--- config.mk ---
export PLATFORM = sky130hd
export DESIGN_NAME = sensor_filter
export DESIGN_NICKNAME = d
export VERILOG_FILES = /design/src/rtl/sensor_filter_pkg.sv /design/src/rtl/sensor_filter_ema_update.sv /design/src/rtl/sensor_filter.sv
export SDC_FILE = /design/constraint.sdc
export NUM_CORES = 1
export LEC_CHECK = 0
export ABC_AREA = 1
export BUFFER_PORTS_ARGS = -buffer_cell sky130_fd_sc_hd__buf_2
export CAP_MARGIN = 5
export CORE_MARGIN = 2
export CORE_UTILIZATION = 55
export DETAILED_ROUTE_END_ITERATION = 8
export PLACE_DENSITY_LB_ADDON = 0.1
export SLEW_MARGIN = 20
export SYNTH_ARGS = -nofsm -noshare
export SYNTH_HDL_FRONTEND = slang
export SYNTH_SLANG_ARGS = --single-unit
export TNS_END_PERCENT = 10
--- constraint.sdc ---
create_clock -name clk -period 5 [get_ports clk]
set_input_delay 1 -clock clk [delete_from_list [all_inputs] [get_ports clk]]
set_output_delay 1 -clock clk [all_outputs]
set_load 0.05 [all_outputs]
--- src/rtl/sensor_filter_pkg.sv ---
// Shared types and default thresholds for the sensor conditioning stage.
package sensor_filter_pkg;

    typedef enum logic [1:0] {
        IDLE,
        TORQ,
        CURR,
        STAT
    } state_e;

    localparam logic [11:0] BATT_LOW_THR_DEF = 12'hA98;
    localparam logic [11:0] BATT_HYST_DEF    = 12'h040;
    localparam logic [11:0] BRAKE_THR_DEF    = 12'h800;

    typedef struct packed {
        logic [11:0] batt;
        logic [11:0] curr;
        logic [11:0] brake;
        logic [11:0] torque;
    } snap_t;

endpackage

--- src/rtl/sensor_filter_ema_update.sv ---
// Combinational EMA step: acc - acc/2^SHIFT + x, or a direct seed of x.
module ema_update #(
    parameter int SHIFT = 4
) (
    input  logic [11+SHIFT:0] acc,
    input  logic [11:0]       x,
    input  logic              seed,
    output logic [11+SHIFT:0] acc_nxt
);

    localparam int AW = 12 + SHIFT;

    logic [AW-1:0] x_ext;
    logic [AW-1:0] leak;

    assign x_ext = {{SHIFT{1'b0}}, x};
    assign leak  = acc >> SHIFT;

    // Bounded by 4095*2^SHIFT, so no headroom bit is needed.
    assign acc_nxt = seed ? {x, {SHIFT{1'b0}}}
                          : acc - leak + x_ext;

endmodule

--- src/rtl/sensor_filter.sv ---
// Periodic snapshot, torque/current EMAs and battery/brake flags.
// Define SENSOR_FILTER_BATT_HYST_EN for battery-low hysteresis.
module sensor_filter
    import sensor_filter_pkg::*;
#(
    parameter int          SAMPLE_PERIOD = 4096,
    parameter int          SHIFT         = 4,
    parameter logic [11:0] BATT_LOW_THR  = BATT_LOW_THR_DEF,
    parameter logic [11:0] BATT_HYST     = BATT_HYST_DEF,
    parameter logic [11:0] BRAKE_THR     = BRAKE_THR_DEF
) (
    input  logic        clk,
    input  logic        rst_n,
    input  logic [11:0] batt,
    input  logic [11:0] curr,
    input  logic [11:0] brake,
    input  logic [11:0] torque,
    output logic [11:0] avg_torque,
    output logic [11:0] avg_curr,
    output logic        batt_low,
    output logic        brake_active,
    output logic        valid,
    output logic        upd
);

    localparam int TW = (SAMPLE_PERIOD > 2) ? $clog2(SAMPLE_PERIOD) : 2;
    localparam int AW = 12 + SHIFT;
    localparam logic [TW-1:0] TMR_LAST = TW'(SAMPLE_PERIOD - 1);

    state_e        state_q, state_d;
    logic [TW-1:0] tmr_q, tmr_d;
    snap_t         snap_q, snap_d;
    logic [AW-1:0] acc_t_q, acc_t_d;
    logic [AW-1:0] acc_c_q, acc_c_d;
    logic          batt_low_q, batt_low_d;
    logic          brake_active_q, brake_active_d;
    logic          valid_q, valid_d;
    logic          upd_q, upd_d;

    logic          tc;
    logic          sel_curr;
    logic [AW-1:0] ema_acc;
    logic [11:0]   ema_x;
    logic [AW-1:0] ema_nxt;
    logic          batt_below;
    logic          batt_low_new;

    assign tc       = (tmr_q == TMR_LAST);
    assign sel_curr = (state_q == CURR);
    assign ema_acc  = sel_curr ? acc_c_q : acc_t_q;
    assign ema_x    = sel_curr ? snap_q.curr : snap_q.torque;

    ema_update #(
        .SHIFT   (SHIFT)
    ) u_ema (
        .acc     (ema_acc),
        .x       (ema_x),
        .seed    (!valid_q),
        .acc_nxt (ema_nxt)
    );

    assign batt_below = (snap_q.batt < BATT_LOW_THR);

`ifdef SENSOR_FILTER_BATT_HYST_EN
    localparam logic [12:0] BATT_CLR_THR =
        {1'b0, BATT_LOW_THR} + {1'b0, BATT_HYST};

    logic batt_above;

    assign batt_above = ({1'b0, snap_q.batt} >= BATT_CLR_THR);

    always_comb begin
        batt_low_new = batt_low_q;
        unique case (1'b1)
            batt_below: batt_low_new = 1'b1;
            batt_above: batt_low_new = 1'b0;
            default:    batt_low_new = batt_low_q;
        endcase
    end
`else
    assign batt_low_new = batt_below;
`endif

    always_comb begin
        state_d        = state_q;
        tmr_d          = tc ? '0 : tmr_q + 1'b1;
        snap_d         = snap_q;
        acc_t_d        = acc_t_q;
        acc_c_d        = acc_c_q;
        batt_low_d     = batt_low_q;
        brake_active_d = brake_active_q;
        valid_d        = valid_q;
        upd_d          = 1'b0;

        // All four channels latched together so a pass sees one instant.
        if (tc) begin
            snap_d = '{batt: batt, curr: curr,
                       brake: brake, torque: torque};
        end

        unique case (state_q)
            IDLE: begin
                if (tc) state_d = TORQ;
            end
            TORQ: begin
                acc_t_d = ema_nxt;
                state_d = CURR;
            end
            CURR: begin
                acc_c_d = ema_nxt;
                state_d = STAT;
            end
            STAT: begin
                brake_active_d = (snap_q.brake < BRAKE_THR);
                batt_low_d     = batt_low_new;
                valid_d        = 1'b1;
                upd_d          = 1'b1;
                state_d        = IDLE;
            end
            default: state_d = IDLE;
        endcase
    end

    always_ff @(posedge clk or negedge rst_n) begin
        if (!rst_n) begin
            state_q        <= IDLE;
            tmr_q          <= '0;
            snap_q         <= '0;
            acc_t_q        <= '0;
            acc_c_q        <= '0;
            batt_low_q     <= 1'b0;
            brake_active_q <= 1'b0;
            valid_q        <= 1'b0;
            upd_q          <= 1'b0;
        end else begin
            state_q        <= state_d;
            tmr_q          <= tmr_d;
            snap_q         <= snap_d;
            acc_t_q        <= acc_t_d;
            acc_c_q        <= acc_c_d;
            batt_low_q     <= batt_low_d;
            brake_active_q <= brake_active_d;
            valid_q        <= valid_d;
            upd_q          <= upd_d;
        end
    end

    assign avg_torque   = acc_t_q[11+SHIFT:SHIFT];
    assign avg_curr     = acc_c_q[11+SHIFT:SHIFT];
    assign batt_low     = batt_low_q;
    assign brake_active = brake_active_q;
    assign valid        = valid_q;
    assign upd          = upd_q;

endmodule

# [After elaboration in Yosys (flattened, before gate mapping)]
# Index checks and enable logic that the tools add are counted.
[word_totals] reg_bits=98 input_bits=50
[op_classes] add_sub_neg=3 n_lt_le_gt_ge=2 eq_ne=5 n_mux=7 reduce_logical=1
[op_table] operator="16-bit 2-to-1 mux" n=2
[op_table] operator="12-bit < comparator, second input constant" n=2
[op_table] operator="12-bit 2-to-1 mux" n=2
[op_table] operator="16-bit by 12-bit adder with 16-bit output" n=1
[op_table] operator="16-bit by 12-bit subtractor with 16-bit output" n=1
[op_table] operator="12-bit by 1-bit adder with 12-bit output, second input constant" n=1
[op_table] operator="12-bit equality test, second input constant" n=1
[op_table] operator="2-bit one-hot mux with 4 select lines" n=1
[op_table] operator="2-bit equality test, second input constant" n=2
[op_table] operator="2-bit by 1-bit equality test with 1-bit output, second input constant" n=1
[op_table] operator="2-bit logical NOT" n=1
[op_table] operator="2-bit 2-to-1 mux" n=1
[op_table] operator="2-bit inequality test, second input constant" n=1
[op_table] operator="1-bit 2-to-1 mux" n=1

# [Logic depth before layout (Yosys ltp)]
# Gate-level depths: netlist of the first run.
[depth] ltp_word=5 mapped_depth=22

# [Modules after synthesis]
# A second synthesis of the first run with hierarchy kept.
[hier_totals] cells_unflattened=768 area_unflattened_um2=5403.9
[modules_own_cells] module="sensor_filter" n_inst=1 cells_per_inst=489 area_per_inst_um2=3921.3 seq_area_each_um2=2102.0
[modules_own_cells] module="ema_update" n_inst=1 cells_per_inst=279 area_per_inst_um2=1482.7 seq_area_each_um2=0.0

# [Worst setup path before layout of the first run]
# No wires, ideal clock.
[synth_path] path_type="register -> register" startpoint="reg state_q[0]" endpoint="reg acc_t_q[15]" arrival_ns=2.989 setup_slack_ns=1.893 path_stages_with_launch=20 n_path_buf=3 period_less_slack_ns=3.107 path_cell_list="dfrtp_1 -> inv_1 -> ha_1 -> buf_4 -> buf_4 -> buf_2 -> o21ai_0 -> fa_1 -> inv_1 -> ha_1 -> nand2_1 -> inv_1 -> nand2_1 -> nand2_1 -> a21oi_1 -> nand2_1 -> nand2_1 -> nand3_1 -> nand3_1 -> nand2_1"
[synth_between] elab_chain_len=5
[synth_lines] item="from (decl)" line="sensor_filter.sv:30" text="state_e state_q, state_d;"
[synth_lines] item="from (signal assigned)" line="sensor_filter.sv:136" text="state_q <= state_d;"
[synth_lines] item="2-bit equality test" line="sensor_filter.sv:49" text="assign sel_curr = (state_q == CURR);"
[synth_lines] item="16-bit 2-to-1 mux" line="sensor_filter.sv:50" text="assign ema_acc = sel_curr ? acc_c_q : acc_t_q;"
[synth_lines] item="16-bit by 12-bit subtractor with 16-bit output" line="sensor_filter_ema_update.sv:21" text=": acc - leak + x_ext;"
[synth_lines] item="16-bit by 12-bit adder with 16-bit output" line="sensor_filter_ema_update.sv:21"
[synth_lines] item="16-bit 2-to-1 mux" line="sensor_filter_ema_update.sv:20" text="assign acc_nxt = seed ? {x, {SHIFT{1'b0}}}"
[synth_lines] item="to (signal assigned)" line="sensor_filter.sv:139" text="acc_t_q <= acc_t_d;"
[synth_lines] item="to (decl)" line="sensor_filter.sv:33" text="logic [AW-1:0] acc_t_q, acc_t_d;"
# Several ways; a longest one is shown, not always the timed one.
# A chain may end at the register's enable or synchronous reset.

# [Worst setup path in the final report of the first run]
[layout_path] startpoint="reg state_q[0]" endpoint="reg acc_t_q[8]"
# Same word-level chain as after synthesis.

==> summary.txt, run 1 <==
Clock network
  – CTS tree: yes
  – Root buffer cell: clkbuf_8
  – Clock sink total: 84
  – H-tree depth: 3
  – Post-CTS setup repair buffer count: 0
  – Worst-path clk slew: 0.09 ns
  – CTS Hold Bufs: 0
  – Total CTS buffers: 9
  – Deepest clock path buffer count: 2
  – Clk Latency, worst-skew pair: 0.35 ns
  – Post-CTS Resized: 0

Timing
  – Max Freq: 0.278 GHz
  – Worst relative slew slack: 0.497
  – Worst-Margin Slew: 0.755 ns
  – RSZ-0062 raised after global routing: no
  – Part of the cycle the worst path needs: 0.719
  – Post-Route Skew: 0.00795 ns
  – Final setup violation count: 0
  – Setup TNS: 0 ns
  – Final Hold Fails: 0
  – Pins Over Slew Limit: 0
  – Min Clock Period, post-route: 3.59 ns
  – Hold slack: 0.475 ns

Drt
  – Routed wire length: 11500 µm
  – Antenna-violating nets left: 0
  – DRC viols: 0
  – Vias: 4460
  – DR WL/cell: 12.9 µm
  – Drt pass-1 iters: 5
  – Detailed router's first-iteration violation count: 225
  – Via density: 5.01

Logic synthesis
  – Synth cell types: 34
  – Syn_nets: 806
  – Register area share after synthesis: 0.395
  – Ys flop type: dfrtp_1
  – Async SR Flop Fraction: 1.00
  – Post-synthesis cell area: 0.00532 mm²
  – FF+latch count, synth: 84
  – Syn Area/Cell: 7.37 µm²
  – Post-synth EDFFs: 0
  – Post-synthesis cell count: 722
  – Synth warn: 0

Flow run
  – Max_cap viols: 0

Pwr
  – PD cells: 211 mW/mm²
  – Combinational share of power: 0.022
  – Flop pwr share: 0.562
  – Tot Pwr: 0.00121 W
  – Switch share: 0.234
  – Sw Pwr: 0.000282 W
  – Clock power share: 0.416
  – Internal power: 0.000925 W
  – Worst vdd ir: 0.000138 V
  – Leak Pwr: 3.11 nW

Global routing
  – Vias in the first global route: 4161
  – Largest net degree at the start of global routing: 85
  – First-pass GRT wire length: 19400 µm
  – Remaining Overflow, GRT: 0
  – Total GRT Usage: 0.237
  – Initial antenna violation count: 0

Die
  – Rows: 35
  – Core footprint: 0.00933 mm²
  – Initial Utilization: 0.570
  – Die area: 0.0105 mm²
  – Die height: 102 µm
  – Io pins: 78
  – Die width: 102 µm

Critical path
  – Setup crit end kind: flop
  – Worst EP required: 5.29 ns
  – R2R depth: 18
  – Critical path's top delay family: simple AND/OR/NAND/NOR gates
  – Worst R2R Setup Slack: 1.41 ns
  – CP Buf/Inv Count: 5
  – Crit path launch type: flop
  – Crit-path max cell delay: 0.41 ns
  – Crit path kind: flop to flop
  – Reg2reg end: acc_t_q[8]$_DFFE_PN0N_
  – Critical-path top delay cell: dfrtp_1
  – Crit path max fanout: 13
  – Reg-to-Reg Start: state_q[0]$_DFFE_PN0P_
  – Worst EP arrival: 3.89 ns
  – Crit path cell chain: inv_1, ha_2, clkinv_1, or2_2, o21ai_2, xnor2_1, inv_1, ha_1, inv_1, fa_1, inv_1, nand3_1, nand3_1, a21oi_1, or2_2, nand3_1, nand3_1, nand2_1

Worst hold path
  – Min-Delay Path Class: flop to flop
  – Hold Path Cell Cnt: 1
  – Hold Path End: brake_active$_DFFE_PN0P_
  – Hold_sp: snap_q[23]$_DFFE_PN0N_

Finish
  – Leading cell type in the layout, fill and taps excluded: nand2_1
  – # fillers: 913
  – Syn-to-layout area delta: 7.79%
  – Most frequent cells in the layout: 286 x nand2_1, 98 x inv_1, 84 x dfrtp_1
  – Post-route cell area: 0.00573 mm²
  – Final #Nets: 840
  – ANT cells: 0
  – Share of cells above drive strength 1: 0.125

Place
  – DP Area: 0.00553 mm²
  – GP Congestion: 0.898
  – IO Port Bufs: 63
  – Hpwl dp: 8390 µm

Status
  – Status: complete, no violations
## state kept, by name (all words and copies together), names as in the netlist
register	count
upd	1
brake_active	1
tmr_q	12
acc_t_q	16
acc_c_q	16
state_q	2
valid	1
batt_low	1
snap_q	34
## stage by stage
stage	std cells	setup WS (ns)	utilization
6_report	890	1.41	0.615
5_1_grt	890	1.06	0.615
4_1_cts	890	1.41	0.614
3_5_place_dp	874	1.44	0.593
3_3_place_gp	874	1.53	0.593
2_1_floorplan	722	1.89	-
## cells in the mapped netlist (5+ instances only)
| cell type | instances | share of area |
|---|---|---|
| a21o_1 | 6 | 0.0085 |
| a21oi_1 | 11 | 0.010 |
| buf_2 | 6 | 0.0056 |
| buf_4 | 26 | 0.037 |
| clkbuf_1 | 7 | 0.0049 |
| dfrtp_1 | 84 | 0.40 |
| ha_1 | 30 | 0.071 |
| inv_1 | 98 | 0.069 |
| mux2i_1 | 7 | 0.013 |
| nand2_1 | 286 | 0.20 |
| nand3_1 | 54 | 0.051 |
| nor2_1 | 19 | 0.013 |
| o21ai_0 | 26 | 0.024 |
| o21ai_1 | 8 | 0.0075 |
| or2_2 | 5 | 0.0059 |
| xor2_1 | 12 | 0.020 |
## worst max path at each step
stage                           start                 endpoint  slack (ns)  cells after the start
2_1_floorplan  state_q[0]$_DFFE_PN0P_  acc_t_q[15]$_DFFE_PN0N_        1.89                     19
4_1_cts        state_q[0]$_DFFE_PN0P_   acc_t_q[8]$_DFFE_PN0N_        1.41                     18
5_1_grt        state_q[0]$_DFFE_PN0P_  acc_t_q[11]$_DFFE_PN0N_        1.06                     20
3_5_place_dp   state_q[0]$_DFFE_PN0P_  acc_c_q[11]$_DFFE_PN0P_        1.44                     19
3_3_place_gp   state_q[0]$_DFFE_PN0P_  acc_c_q[11]$_DFFE_PN0P_        1.53                     19
6_report       state_q[0]$_DFFE_PN0P_   acc_t_q[8]$_DFFE_PN0N_        1.41                     18
## final cells by class
type,instances,area (µm²),share of cell area
Inverter,101,380,0.0663
Tap cell,129,161,0.0282
Multi-Input combinational cell,493,2540,0.443
Clock buffer,10,128,0.0223
Timing Repair Buffer,67,352,0.0613
Sequential cell,84,2100,0.367
Clock inverter,6,71.3,0.0124
## metal layers
metal	up-vias	part of all wire	GRT usage	routed length [µm]
met4	0	0.017	0.0728	197
met5	-	0	0	0
met2	82	0.47	0.386	5410
li1	2281	-	-	-
met3	16	0.036	0.0315	416
met1	2081	0.48	0.331	5490
## power by group through the flow
stage / Combinational (W) / Clock [W] / Sequential, W
after global placement: 0.0000272 / 0 / 0.000692
after detailed placement: 0.0000275 / 0 / 0.000692
after global routing: 0.0000312 / 0.000543 / 0.000679
after CTS: 0.0000275 / 0.000514 / 0.000679
after floorplan: 0.00000000168 / 0 / 0.000692
final: 0.0000267 / 0.000502 / 0.000679
## cells by family after synthesis
group | synth area share
flops | 0.395
buf+inv | 0.128
compound gates | 0.0654
xor+xnor | 0.0263
fa+ha+maj | 0.0856
mux | 0.0132
simple gates | 0.286
Note: power is estimated with default switching activity, not from simulation.
==> inputs of run 2 (changes only) <==
clock period = 3.6 ns   (was 5 ns; I/O delays follow)
==> run 2 against run 1 <==
Clock skew rose by 0.0041 ns. Setup slack got worse by 1.1 ns. Highest routed layer unchanged. First-iteration DRC count up 1.8%. Wire length is 2.3% higher. Utilization increased by 1.3 points. Via count decreased by 0.87%.
==> summary.txt, run 2 (same netlist as run 1, synthesis figures left out) <==
Status
  – Status: complete, no violations

Global routing
  – Initial antenna violation count: 0
  – Vias in the first global route: 4267
  – Remaining Overflow, GRT: 0
  – Total GRT Usage: 0.245
  – First-pass GRT wire length: 19900 µm
  – Largest net degree at the start of global routing: 85

Clock network
  – Clk Latency, worst-skew pair: 0.36 ns
  – Post-CTS setup repair buffer count: 0
  – Root buffer cell: clkbuf_8
  – CTS tree: yes
  – Worst-path clk slew: 0.09 ns
  – H-tree depth: 3
  – Clock sink total: 84
  – Total CTS buffers: 9
  – CTS Hold Bufs: 0
  – Deepest clock path buffer count: 2

Critical path
  – Critical path's top delay family: simple AND/OR/NAND/NOR gates
  – Reg2reg end: acc_t_q[8]$_DFFE_PN0N_
  – Crit path launch type: flop
  – Crit-path max cell delay: 0.42 ns
  – CP dominant cell by count: nand3_1
  – Setup crit end kind: flop
  – Worst R2R Setup Slack: 0.28 ns
  – CP Buf/Inv Count: 5
  – R2R depth: 18
  – Critical-path top delay cell: dfrtp_1
  – Worst EP required: 3.90 ns
  – Crit path max fanout: 4
  – Setup crit end: acc_t_q[8]$_DFFE_PN0N_
  – Crit path kind: flop to flop
  – Crit path cell chain: inv_2, ha_4, clkinvlp_4, or2_2, o21ai_2, xnor2_1, inv_1, ha_1, inv_1, fa_1, inv_1, nand3_1, nand3_1, a21oi_1, or2_2, nand3_1, nand3_1, nand2_1
  – Worst EP arrival: 3.61 ns
  – Number of cells on the critical path: 18
  – Setup crit start: state_q[0]$_DFFE_PN0P_
  – Reg-to-Reg Start: state_q[0]$_DFFE_PN0P_

Worst hold path
  – Min-Delay Path Class: input port to asynchronous set/reset pin

Timing
  – Final Hold Fails: 0
  – Worst-Margin Slew: 0.747 ns
  – Post-Route Skew: 0.0120 ns
  – Setup TNS: 0 ns
  – RSZ-0062 raised after global routing: no
  – Worst relative slew slack: 0.502
  – Final setup violation count: 0
  – Max Freq: 0.302 GHz
  – Final setup margin: 0.284 ns
  – Min Clock Period, post-route: 3.32 ns
  – Part of the cycle the worst path needs: 0.921
  – Pins Over Slew Limit: 0

Place
  – Pre-CTS worst setup slack: 0.131 ns
  – IO Port Bufs: 63
  – GP Congestion: 0.907
  – Hpwl dp: 8590 µm

Drt
  – Antenna-violating nets left: 0
  – Via density: 4.93
  – Drt pass-1 iters: 5
  – Detailed router's first-iteration violation count: 229
  – DR WL/cell: 13.1 µm
  – Vias: 4421
  – DRC viols: 0
  – Routed wire length: 11800 µm

Pwr
  – Leak Pwr: 3.17 nW
  – Worst vdd ir: 0.000243 V
  – Combinational share of power: 0.021
  – PD cells: 296 mW/mm²
  – Clock power share: 0.434
  – Switch share: 0.211
  – Sw Pwr: 0.000365 W
  – Internal power: 0.00137 W
  – Flop pwr share: 0.545

Finish
  – Most frequent cells in the layout: 286 x nand2_1, 97 x inv_1, 84 x dfrtp_1
  – Syn-to-layout area delta: 10.1%
  – Leading cell type in the layout, fill and taps excluded: nand2_1
  – Top Registers: snap_q x34, acc_c_q x16, acc_t_q x16
  – ANT cells: 0
  – Share of cells above drive strength 1: 0.137
  – Final #Nets: 847
  – Reg with most FFs: snap_q
  – Max FFs per register: 34

Flow run
  – Max_cap viols: 0

Die
  – Rows: 35
  – Die height: 102 µm
  – Die area: 0.0105 mm²
  – Initial Utilization: 0.570
  – Io pins: 78
  – Core footprint: 0.00933 mm²
  – Die width: 102 µm
==> run 2: layer usage <==
layer | GRT usage | part of all wire | vias to the layer above | routed length [µm]
li1 | - | - | 2289 | -
met1 | 0.340 | 0.46 | 2031 | 5410
met2 | 0.400 | 0.48 | 93 | 5700
met3 | 0.0369 | 0.046 | 8 | 537
met4 | 0.0718 | 0.010 | 0 | 119
met5 | 0 | 0 | - | 0
==> run 2: how the worst min path moves through the flow <==
stage,slack [ns],startpoint,endpoint
floorplan,0.42,rst_n,acc_c_q[0]$_DFFE_PN0P_
global placement,0.45,snap_q[23]$_DFFE_PN0N_,brake_active$_DFFE_PN0P_
detailed placement,0.46,snap_q[24]$_DFFE_PN0N_,snap_q[24]$_DFFE_PN0N_
CTS,0.49,snap_q[8]$_DFFE_PN0N_,snap_q[8]$_DFFE_PN0N_
global route,0.45,rst_n,snap_q[25]$_DFFE_PN0N_
finish,0.38,rst_n,tmr_q[11]$_DFF_PN0_
==> run 2: cell type report <==
cell class / count / area (µm²)
clock buffer: 10 / 138
multi-input combinational: 493 / 2550
inverter: 101 / 384
fill: 866 / 3470
tap: 129 / 161
timing repair buffer: 74 / 433
clock inverter: 5 / 85.1
sequential: 84 / 2100
==> run 2: stage by stage <==
stage	hold slack [ns]	instance area (µm²)	cells	power, W	util
final	0.383	5860	896	0.00173	0.628
after global routing	0.448	5860	896	0.00179	0.628
after CTS	0.485	5830	896	0.00175	0.625
after detailed placement	0.465	5610	881	0.00100	0.601
after global placement	0.451	5610	881	0.000999	0.601
after floorplan	0.424	5320	722	0.000962	-
==> run 2: what timing repair did <==
action,in CTS,in global routing
hold endpoints to repair,0,0
setup endpoints to repair,0,14
resized for setup,0,6
==> run 2: worst register-to-register path, cell delays in order, from the launching register on <==
cell and delay [ns]:
dfrtp_1 0.42, inv_2 0.12, ha_4 0.19, clkinvlp_4 0.13, or2_2 0.30, o21ai_2 0.12
xnor2_1 0.15, inv_1 0.06, ha_1 0.29, inv_1 0.06, fa_1 0.42, inv_1 0.12
nand3_1 0.10, nand3_1 0.16, a21oi_1 0.10, or2_2 0.28, nand3_1 0.10, nand3_1 0.08
nand2_1 0.08
==> run 2: power by group through the flow <==
stage,clock (W),combinational [W],sequential [W]
final,0.000751,0.0000366,0.000943
after global placement,0,0.0000375,0.000961
after detailed placement,0,0.0000383,0.000961
after floorplan,0,0.00000000159,0.000962
after global routing,0.000806,0.0000429,0.000943
after CTS,0.000768,0.0000381,0.000943
==> inputs of run 3 (changes only) <==
CORE_UTILIZATION = 52   (was 55)
clock period = 2.74 ns   (was 3.6 ns; I/O delays follow)
==> run 3 against run 2 <==
The flow now finishes with violations (negative setup slack). Cell area rose by 17%. Critical endpoint is now acc_c_q[15]$_DFFE_PN0P_. Combinational power rose by 41%. Via count is 7.9% higher. Wire length is 13% higher. Register-to-register slack worse by 0.54 ns. Global-route usage up 0.69 points. Clock skew about the same. Largest power group unchanged. Worst hold slack got worse by 0.15 ns.
==> summary.txt, run 3 (same netlist as run 1, synthesis figures left out) <==
Status
  – Status: finished with violations
  – Failing checks: negative setup slack

Finish
  – Reg with most FFs: snap_q
  – Finished Layout Cells: 951
  – Post-route cell area: 0.00683 mm²
  – Top Registers: snap_q x34, acc_c_q x16, acc_t_q x16
  – ANT cells: 0
  – Final #Nets: 898
  – Max FFs per register: 34
  – Leading cell type in the layout, fill and taps excluded: nand2_1
  – Most frequent cells in the layout: 260 x nand2_1, 88 x inv_1, 84 x dfrtp_1
  – Syn-to-layout area delta: 28.4%
  – # fillers: 837
  – Share of cells above drive strength 1: 0.306

Die
  – Die height: 105 µm
  – Die area: 0.0111 mm²
  – Core footprint: 0.00986 mm²
  – Rows: 36
  – Io pins: 78
  – Initial Utilization: 0.539
  – Die width: 105 µm

Pwr
  – Sw Pwr: 0.000472 W
  – PD cells: 314 mW/mm²
  – Internal power: 0.00168 W
  – Clock power share: 0.399
  – Combinational share of power: 0.024
  – Leak Pwr: 3.51 nW
  – Worst vdd ir: 0.000287 V
  – Switch share: 0.220
  – Flop pwr share: 0.577

Critical path
  – Setup crit end kind: flop
  – Reg2reg end: acc_c_q[15]$_DFFE_PN0P_
  – Crit path max fanout: 7
  – Worst EP arrival: 3.25 ns
  – Crit path kind: flop to flop
  – Worst R2R Setup Slack: -0.26 ns
  – Reg-to-Reg Start: state_q[0]$_DFFE_PN0P_
  – Worst EP required: 2.99 ns
  – Crit path launch type: flop
  – R2R depth: 18

Timing
  – RSZ-0062 raised after global routing: yes
  – Hold slack: 0.229 ns
  – Post-Route Skew: 0.0119 ns
  – Worst relative slew slack: 0.547
  – Max Freq: 0.334 GHz
  – Min Clock Period, post-route: 3.00 ns
  – Final setup margin: -0.257 ns
  – Part of the cycle the worst path needs: 1.09
  – Pins Over Slew Limit: 0
  – Final setup violation count: 26
  – Final Hold Fails: 0
  – Worst-Margin Slew: 0.679 ns

Drt
  – DR WL/cell: 14.0 µm
  – Detailed router's first-iteration violation count: 236
  – Routed wire length: 13300 µm
  – Drt pass-1 iters: 4
  – Via density: 5.02
  – Vias: 4770
  – Antenna-violating nets left: 0
  – DRC viols: 0

Clock network
  – Deepest clock path buffer count: 2
  – CTS Hold Bufs: 0
  – H-tree depth: 3
  – Clk Latency, worst-skew pair: 0.35 ns
  – Clock sink total: 84
  – Worst-path clk slew: 0.09 ns
  – CTS tree: yes
  – Total CTS buffers: 9
  – Root buffer cell: clkbuf_8

Global routing
  – Vias in the first global route: 4812
  – First-pass GRT wire length: 22200 µm
  – Largest net degree at the start of global routing: 51
  – Remaining Overflow, GRT: 0
  – Initial antenna violation count: 0
  – Total GRT Usage: 0.251

Flow run
  – Max_cap viols: 0

Place
  – IO Port Bufs: 63
  – DP Area: 0.00609 mm²
  – GP Congestion: 0.896
  – Hpwl dp: 9420 µm
  – Placed insts: 922

Worst hold path
  – Min-Delay Path Class: input port to asynchronous set/reset pin
[run 3: metrics by stage]
stage	power, W	util	setup slack [ns]	setup TNS, ns
floorplan	0.00126	-	-0.0453	-0.388
global placement	0.00132	0.617	-0.204	-3.11
detailed placement	0.00132	0.617	-0.263	-4.49
CTS	0.00217	0.673	-0.194	-3.83
global route	0.00223	0.693	-0.403	-8.83
finish	0.00215	0.693	-0.257	-4.41
[run 3: routing by layer]
layer	track usage	routed length (µm)
met5	0	0
met4	0.0752	239
met3	0.0381	468
met2	0.429	6570
met1	0.331	6070
[run 3: cell type report]
cell class	instances	area [µm²]	share of cell area
multi-input combinational	493	3090	0.453
sequential	84	2100	0.308
timing repair buffer	125	901	0.132
inverter	101	385	0.0564
tap	133	166	0.0244
clock buffer	11	131	0.0192
clock inverter	4	51.3	0.00751
[run 3: how the worst max path moves through the flow]
| stage | start | to | slack, ns | cells after the start |
|---|---|---|---|---|
| final | state_q[0]$_DFFE_PN0P_ | acc_c_q[15]$_DFFE_PN0P_ | -0.26 | 18 |
| after global routing | state_q[0]$_DFFE_PN0P_ | acc_c_q[13]$_DFFE_PN0P_ | -0.40 | 19 |
| after CTS | state_q[0]$_DFFE_PN0P_ | acc_c_q[11]$_DFFE_PN0P_ | -0.19 | 19 |
| after detailed placement | state_q[0]$_DFFE_PN0P_ | acc_c_q[15]$_DFFE_PN0P_ | -0.26 | 18 |
| after global placement | state_q[0]$_DFFE_PN0P_ | acc_c_q[15]$_DFFE_PN0P_ | -0.20 | 19 |
| after floorplan | state_q[0]$_DFFE_PN0P_ | acc_t_q[14]$_DFFE_PN0N_ | -0.05 | 18 |
[run 3: what timing repair did]
item | in CTS | in global routing
setup endpoints to repair | 26 | 28
pin swaps | 23 | 22
resized for setup | 48 | 49
cloned | 2 | 0
setup buffers | 7 | 5
[run 3: critical path: stages, from the launching register on]
cell and delay [ns]:
dfrtp_1 0.40, inv_2 0.08, ha_4 0.24, buf_12 0.17, mux2i_4 0.28, buf_4 0.15
fa_1 0.41, inv_2 0.09, ha_4 0.21, nand2_1 0.06, nand2_1 0.07, inv_1 0.06
nand2_1 0.08, a21oi_2 0.22, nand2_2 0.08, nand2_2 0.08, nand3_4 0.09, nand3_2 0.09
nand2_1 0.05
[run 3: power groups by stage]
stage	clock network, W	registers [W]	logic, W
2_1_floorplan	0	0.00126	0.00000000153
3_3_place_gp	0	0.00126	0.0000531
3_5_place_dp	0	0.00126	0.0000537
4_1_cts	0.000875	0.00124	0.0000538
5_1_grt	0.000933	0.00124	0.0000598
6_report	0.000858	0.00124	0.0000516
